### src/rtl/ahb_master_arbiter.sv
// Round-robin owner select for the 4-port AHB master mux. The owner changes only
// on HREADY beats with no owner lock held, so the mux's select pipeline stays stable.
module ahb_master_arbiter #(
    parameter logic [3:0] M_ENABLE     = 4'b1111,
    parameter int         PARK_MASTER  = 0,
    parameter bit         PARK_ON_IDLE = 1'b1,
    parameter int         MAX_HOLD     = 16,
    parameter int         CW           = 5
) (
    input  logic       HCLK,
    input  logic       HRESET,
    input  logic       HREADY,
    input  logic [3:0] REQ,
    input  logic [3:0] LOCK,
    output logic [1:0] HMSEL,
    output logic [3:0] GRANT,
    output logic       OWNED
);

    typedef enum logic {PARK = 1'b0, OWN = 1'b1} state_e;

    localparam logic [1:0]    PARK_SEL = PARK_MASTER[1:0];
    localparam logic [CW-1:0] HOLD_MAX = CW'(MAX_HOLD);
    localparam logic [CW-1:0] EXP_TH   = (MAX_HOLD == 0) ? '0 : CW'(MAX_HOLD - 1);

    state_e        state_q, state_d;
    logic [1:0]    sel_q, sel_d;
    logic [1:0]    rr_q, rr_d;
    logic [3:0]    grant_q, grant_d;
    logic [CW-1:0] hold_q, hold_d;

    logic [3:0] ereq;
    logic [1:0] win, idx;
    logic       lock_cur, others, expired, sw;

    assign ereq = REQ & M_ENABLE;

    // Scan from the far end so the nearest requester after rr_q is the last
    // assignment; k=4 lands on rr_q itself, which is therefore considered last.
    always_comb begin
        win = rr_q;
        idx = rr_q;
        for (int k = 4; k >= 1; k--) begin
            idx = rr_q + 2'(k);
            if (ereq[idx]) win = idx;
        end
    end

    always_comb begin
        state_d  = state_q;
        sel_d    = sel_q;
        rr_d     = rr_q;
        hold_d   = hold_q;
        lock_cur = LOCK[sel_q] & M_ENABLE[sel_q];
        others   = |(ereq & ~grant_q);
        expired  = (MAX_HOLD != 0) && (hold_q >= EXP_TH);
        sw       = !lock_cur && (!ereq[sel_q] || (expired && others));

        if (HREADY) begin
            case (state_q)
                PARK: begin
                    if (ereq != 4'b0) begin
                        sel_d   = win;
                        rr_d    = win;
                        hold_d  = '0;
                        state_d = OWN;
                    end
                end
                OWN: begin
                    if (!sw) begin
                        if (hold_q != HOLD_MAX) hold_d = hold_q + 1'b1;
                    end else if (others) begin
                        sel_d  = win;
                        rr_d   = win;
                        hold_d = '0;
                    end else if (ereq[sel_q]) begin
                        hold_d = '0;
                    end else begin
                        state_d = PARK;
                        hold_d  = '0;
                        if (PARK_ON_IDLE) sel_d = PARK_SEL;
                    end
                end
                default: state_d = PARK;
            endcase
        end

        grant_d = 4'b0001 << sel_d;
    end

    always_ff @(posedge HCLK) begin
        if (HRESET) begin
            state_q <= PARK;
            sel_q   <= PARK_SEL;
            rr_q    <= PARK_SEL;
            grant_q <= 4'b0001 << PARK_SEL;
            hold_q  <= '0;
        end else begin
            state_q <= state_d;
            sel_q   <= sel_d;
            rr_q    <= rr_d;
            grant_q <= grant_d;
            hold_q  <= hold_d;
        end
    end

    assign HMSEL = sel_q;
    assign GRANT = grant_q;
    assign OWNED = (state_q == OWN);

endmodule
### config.mk
export PLATFORM = sky130hd
export DESIGN_NAME = ahb_master_arbiter
export DESIGN_NICKNAME = d
export VERILOG_FILES = /design/src/rtl/ahb_master_arbiter.sv
export SDC_FILE = /design/constraint.sdc
export NUM_CORES = 1
export LEC_CHECK = 0
export BUFFER_PORTS_ARGS = -buffer_cell sky130_fd_sc_hd__clkbuf_2
export CAP_MARGIN = 20
export CORE_MARGIN = 2
export CORE_UTILIZATION = 48
export CTS_CLUSTER_DIAMETER = 150
export CTS_CLUSTER_SIZE = 8
export DETAILED_ROUTE_END_ITERATION = 10
export PLACE_DENSITY = 0.82
export SYNTH_ARGS = -nofsm -noshare
export SYNTH_HDL_FRONTEND = slang
export SYNTH_SLANG_ARGS = --single-unit
### constraint.sdc
create_clock -name HCLK -period 1.9 [get_ports HCLK]
set_input_delay 0.38 -clock HCLK [delete_from_list [all_inputs] [get_ports HCLK]]
set_output_delay 0.38 -clock HCLK [all_outputs]
set_load 0.02 [all_outputs]
==> impl_metrics.csv <==
group,metric,value,unit
global_routing,grt_pass1_wl,3636,um
route,initialDrtViolationCount,45,
route,drc,0,
place,hpwl,1713,um
logic_synthesis,ys_seq_area_frac,0.3019,
logic_synthesis,ys_warn_count,0,
logic_synthesis,synth_top_area_frac,0.3019,
floorplan,die-area,0.002302,mm2
sta,skew,0.007133,ns
clocking,clk_pin_slew,0.08,ns
power_and_ir_drop,power.total,915.2,uW
outcome,violations,"setup timing",
cells_and_area,seqCellArea,295.3,um2
cells_and_area,drive_gt1_frac,0.4500,
worst_setup_path,cp-start-kind,"flip-flop",
logic_synthesis,synth_edf_count,0,
power_and_ir_drop,cellPowerDensity,705.3,mW/mm2
clocking,cts_tree,"built",
clocking,clock_path_buffers,2,
cells_and_area,final_util,0.7355,
worst_setup_path,crit_slowest_cell,"dfxtp_4",
sta,tns,-0.1149,ns
route,vias,925,
logic_synthesis,synth_top_cell_by_area,"dfxtp_1",
logic_synthesis,synth_flop_cell,"dfxtp_1",
cells_and_area,diodes,0,
hold_path,min_from,"HREADY",
place,place.gp.congestion,0.9323,
hold_path,holdPathEnd,"OWNED",
route,ant_nets,0,
place,dp_cells,155,
global_routing,grt_max_degree,19,
cells_and_area,syn2layout_area_growth,39.76,%
route,viasPerCell,5.606,
global_routing,grt_antenna_before_repair,0,
logic_synthesis,synth-seq-cells,14,
worst_setup_path,end_kind,"flip-flop",
worst_setup_path,crit_arrival,2.13,ns
hold_path,hold_path_class,"in2reg",
cells_and_area,stdcell_count,165,
logic_synthesis,avgSynthCellArea,8.927,um2
place,placed_area,0.001167,mm2
floorplan,die_y,47.98,um
sta,layout_setup_ws,-0.05877,ns
cells_and_area,multi_input_area,684.4,um2
worst_setup_path,ff2ff_setup_slack,-0.06,ns
logic_synthesis,async_flop_share,0,
worst_setup_path,r2r_end,"GRANT[0]",
sta,setup_violations,3,
sta,min_period,1.959,ns
hold_path,whs_path_depth,3,
worst_setup_path,critPathMaxStageDelay,0.37,ns
worst_setup_path,crit_path_cell_trace,"ha_4 > and3_4 > ha_4 > nor3_4 > o21ai_4 > buf_4 > a211oi_4 > nor3_4 > buf_6 > a21o_1",
global_routing,grt.total_usage,0.2263,
floorplan,design.portCount,18,
logic_synthesis,netlist_area,928.4,um2
worst_setup_path,reg2reg_from,"hold_q[1]",
global_routing,overflow,0,
route,wire_per_inst,14.48,um
route,highest_layer,"met4",
worst_setup_path,crit_required,2.07,ns
logic_synthesis,synthesis.nets,118,
place,place.port_buffers,17,
logic_synthesis,synth_cell_types,47,
clocking,clock_latency,0.28,ns
global_routing,grt_pass1_vias,824,
logic_synthesis,syn_inst,104,
run,maxCapViolCount,0,
route,met3WireLength,122,um
worst_setup_path,cp_max_fo,4,
logic_synthesis,synthTopCellsByArea,"dfxtp_1 (30%), mux2i_1 (4.3%), ha_1 (4.0%)",
clocking,cts_hold_buf,0,
floorplan,core.rowCount,15,
clocking,clkSinkCount,14,
clocking,clock-root-buffer,"clkbuf_4",
clocking,htree_levels,1,
clocking,cts_buffers,3,
outcome,run_status,"finished with violations",
power_and_ir_drop,p_leak,0.0005269,uW
floorplan,core,0.001764,mm2
sta,min_period_over_period,1.031,
cells_and_area,fin_nets,155,
cells_and_area,fillCellCount,135,
route,routed_wl,2390,um
power_and_ir_drop,vdd_drop_max,0.5856,mV
sta,fmax,510.5,MHz
worst_setup_path,crit_type,"reg2reg",
worst_setup_path,reg2reg_depth,10,
route,route.layer.met1.wl,1156,um
sta,rsz0062_at_grt,"yes",
sta,max_slew_margin,0.6578,
cells_and_area,final_area,0.001297,mm2
sta,drv_slew,0,
sta,finalHoldViolations,0,
route,dr_wl_met2,1073,um
sta,worst_slew_pin_slew,0.5062,ns
floorplan,die_width,47.98,um
floorplan,start_util,0.5262,
route,drt_first_pass_iters,4,
[cell type report]
class	count	share of cell area
Tap cell	25	0.02411
Sequential cell	14	0.2276
Timing Repair Buffer	35	0.1726
Clock buffer	4	0.02797
Inverter	7	0.02025
Multi-Input combinational cell	80	0.5275
[routing by layer]
layer | vias up | GRT usage
li1 | 466 | -
met1 | 419 | 0.3093
met2 | 36 | 0.3520
met3 | 4 | 0.04906
met4 | 0 | 0.07568
met5 | - | 0
[worst max-delay path by stage]
stage,start,endpoint
after global placement,REQ[2],GRANT[2]
after floorplan,hold_q[0],GRANT[2]
final,hold_q[1],GRANT[0]
after global routing,hold_q[1],GRANT[2]
after CTS,HMSEL[0],GRANT[2]
after detailed placement,REQ[2],GRANT[2]
[cells in the mapped netlist, drive strengths merged, types with 2 or more instances]
cell type  count
o32ai          3
nand2b         5
nand3          4
nor3           4
clkbuf         2
mux2           2
mux2i          4
nand2          3
ha             3
dfxtp         14
a31oi          3
inv            7
a21oi          3
or2            2
nor3b          3
o21ai          3
nor2b          7
nor2           8
a211oi         2
and3           3
[logic make-up after synthesis]
| group | share of synthesized area |
|---|---|
| flops | 0.3019 |
| buf+inv | 0.04042 |
| simple gates | 0.3033 |
| mux | 0.09164 |
| fa+ha+maj | 0.04044 |
| compound gates | 0.2224 |
[timing repair]
item                                    4_1_cts  5_1_grt
endpoints found under the setup margin        2        9
pin swaps                                     4        3
gates resized for setup                       2        8
buffers inserted                              0        6
[state kept, by name, summed over array words and instances, names as in the netlist]
| register | flops |
|---|---|
| GRANT | 4 |
| HMSEL | 2 |
| rr_q | 2 |
| OWNED | 1 |
| hold_q | 5 |
[power breakdown]
part / total [uW] / switching, uW / internal (uW)
Clock: 210 / 93.2 / 117
Combinational: 353 / 177 / 176
Sequential: 353 / 32.2 / 321
Total: 915 / 302 / 613
[per-stage QoR]
step | hold WS (ns) | setup slack [ns]
floorplan | 0.4583 | -0.05793
global placement | 0.4973 | -0.2315
detailed placement | 0.5036 | -0.2110
CTS | 0.4391 | -0.02736
global route | 0.4703 | -0.1206
finish | 0.4683 | -0.05877
[critical path, delay by kind of cell, from the launching register on]
kind            cells  cell delay [ns]
compound gates      3             0.49
fa+ha+maj           2             0.32
buf+inv             2             0.28
flops               1             0.37
simple gates        3             0.41
[cell usage in the layout (no fill, tap or decap), drive strengths merged, types with 4 or more instances in the layout]
| cell type | synthesis | routed |
|---|---|---|
| nand3 | 4 | 4 |
| inv | 7 | 7 |
| nor3 | 4 | 4 |
| mux2i | 4 | 4 |
| nor2 | 8 | 8 |
| clkbuf | 2 | 21 |
| buf | 1 | 18 |
| dfxtp | 14 | 14 |
| nor2b | 7 | 7 |
| nand2b | 5 | 5 |
Note: power is estimated with default switching activity, not from simulation.
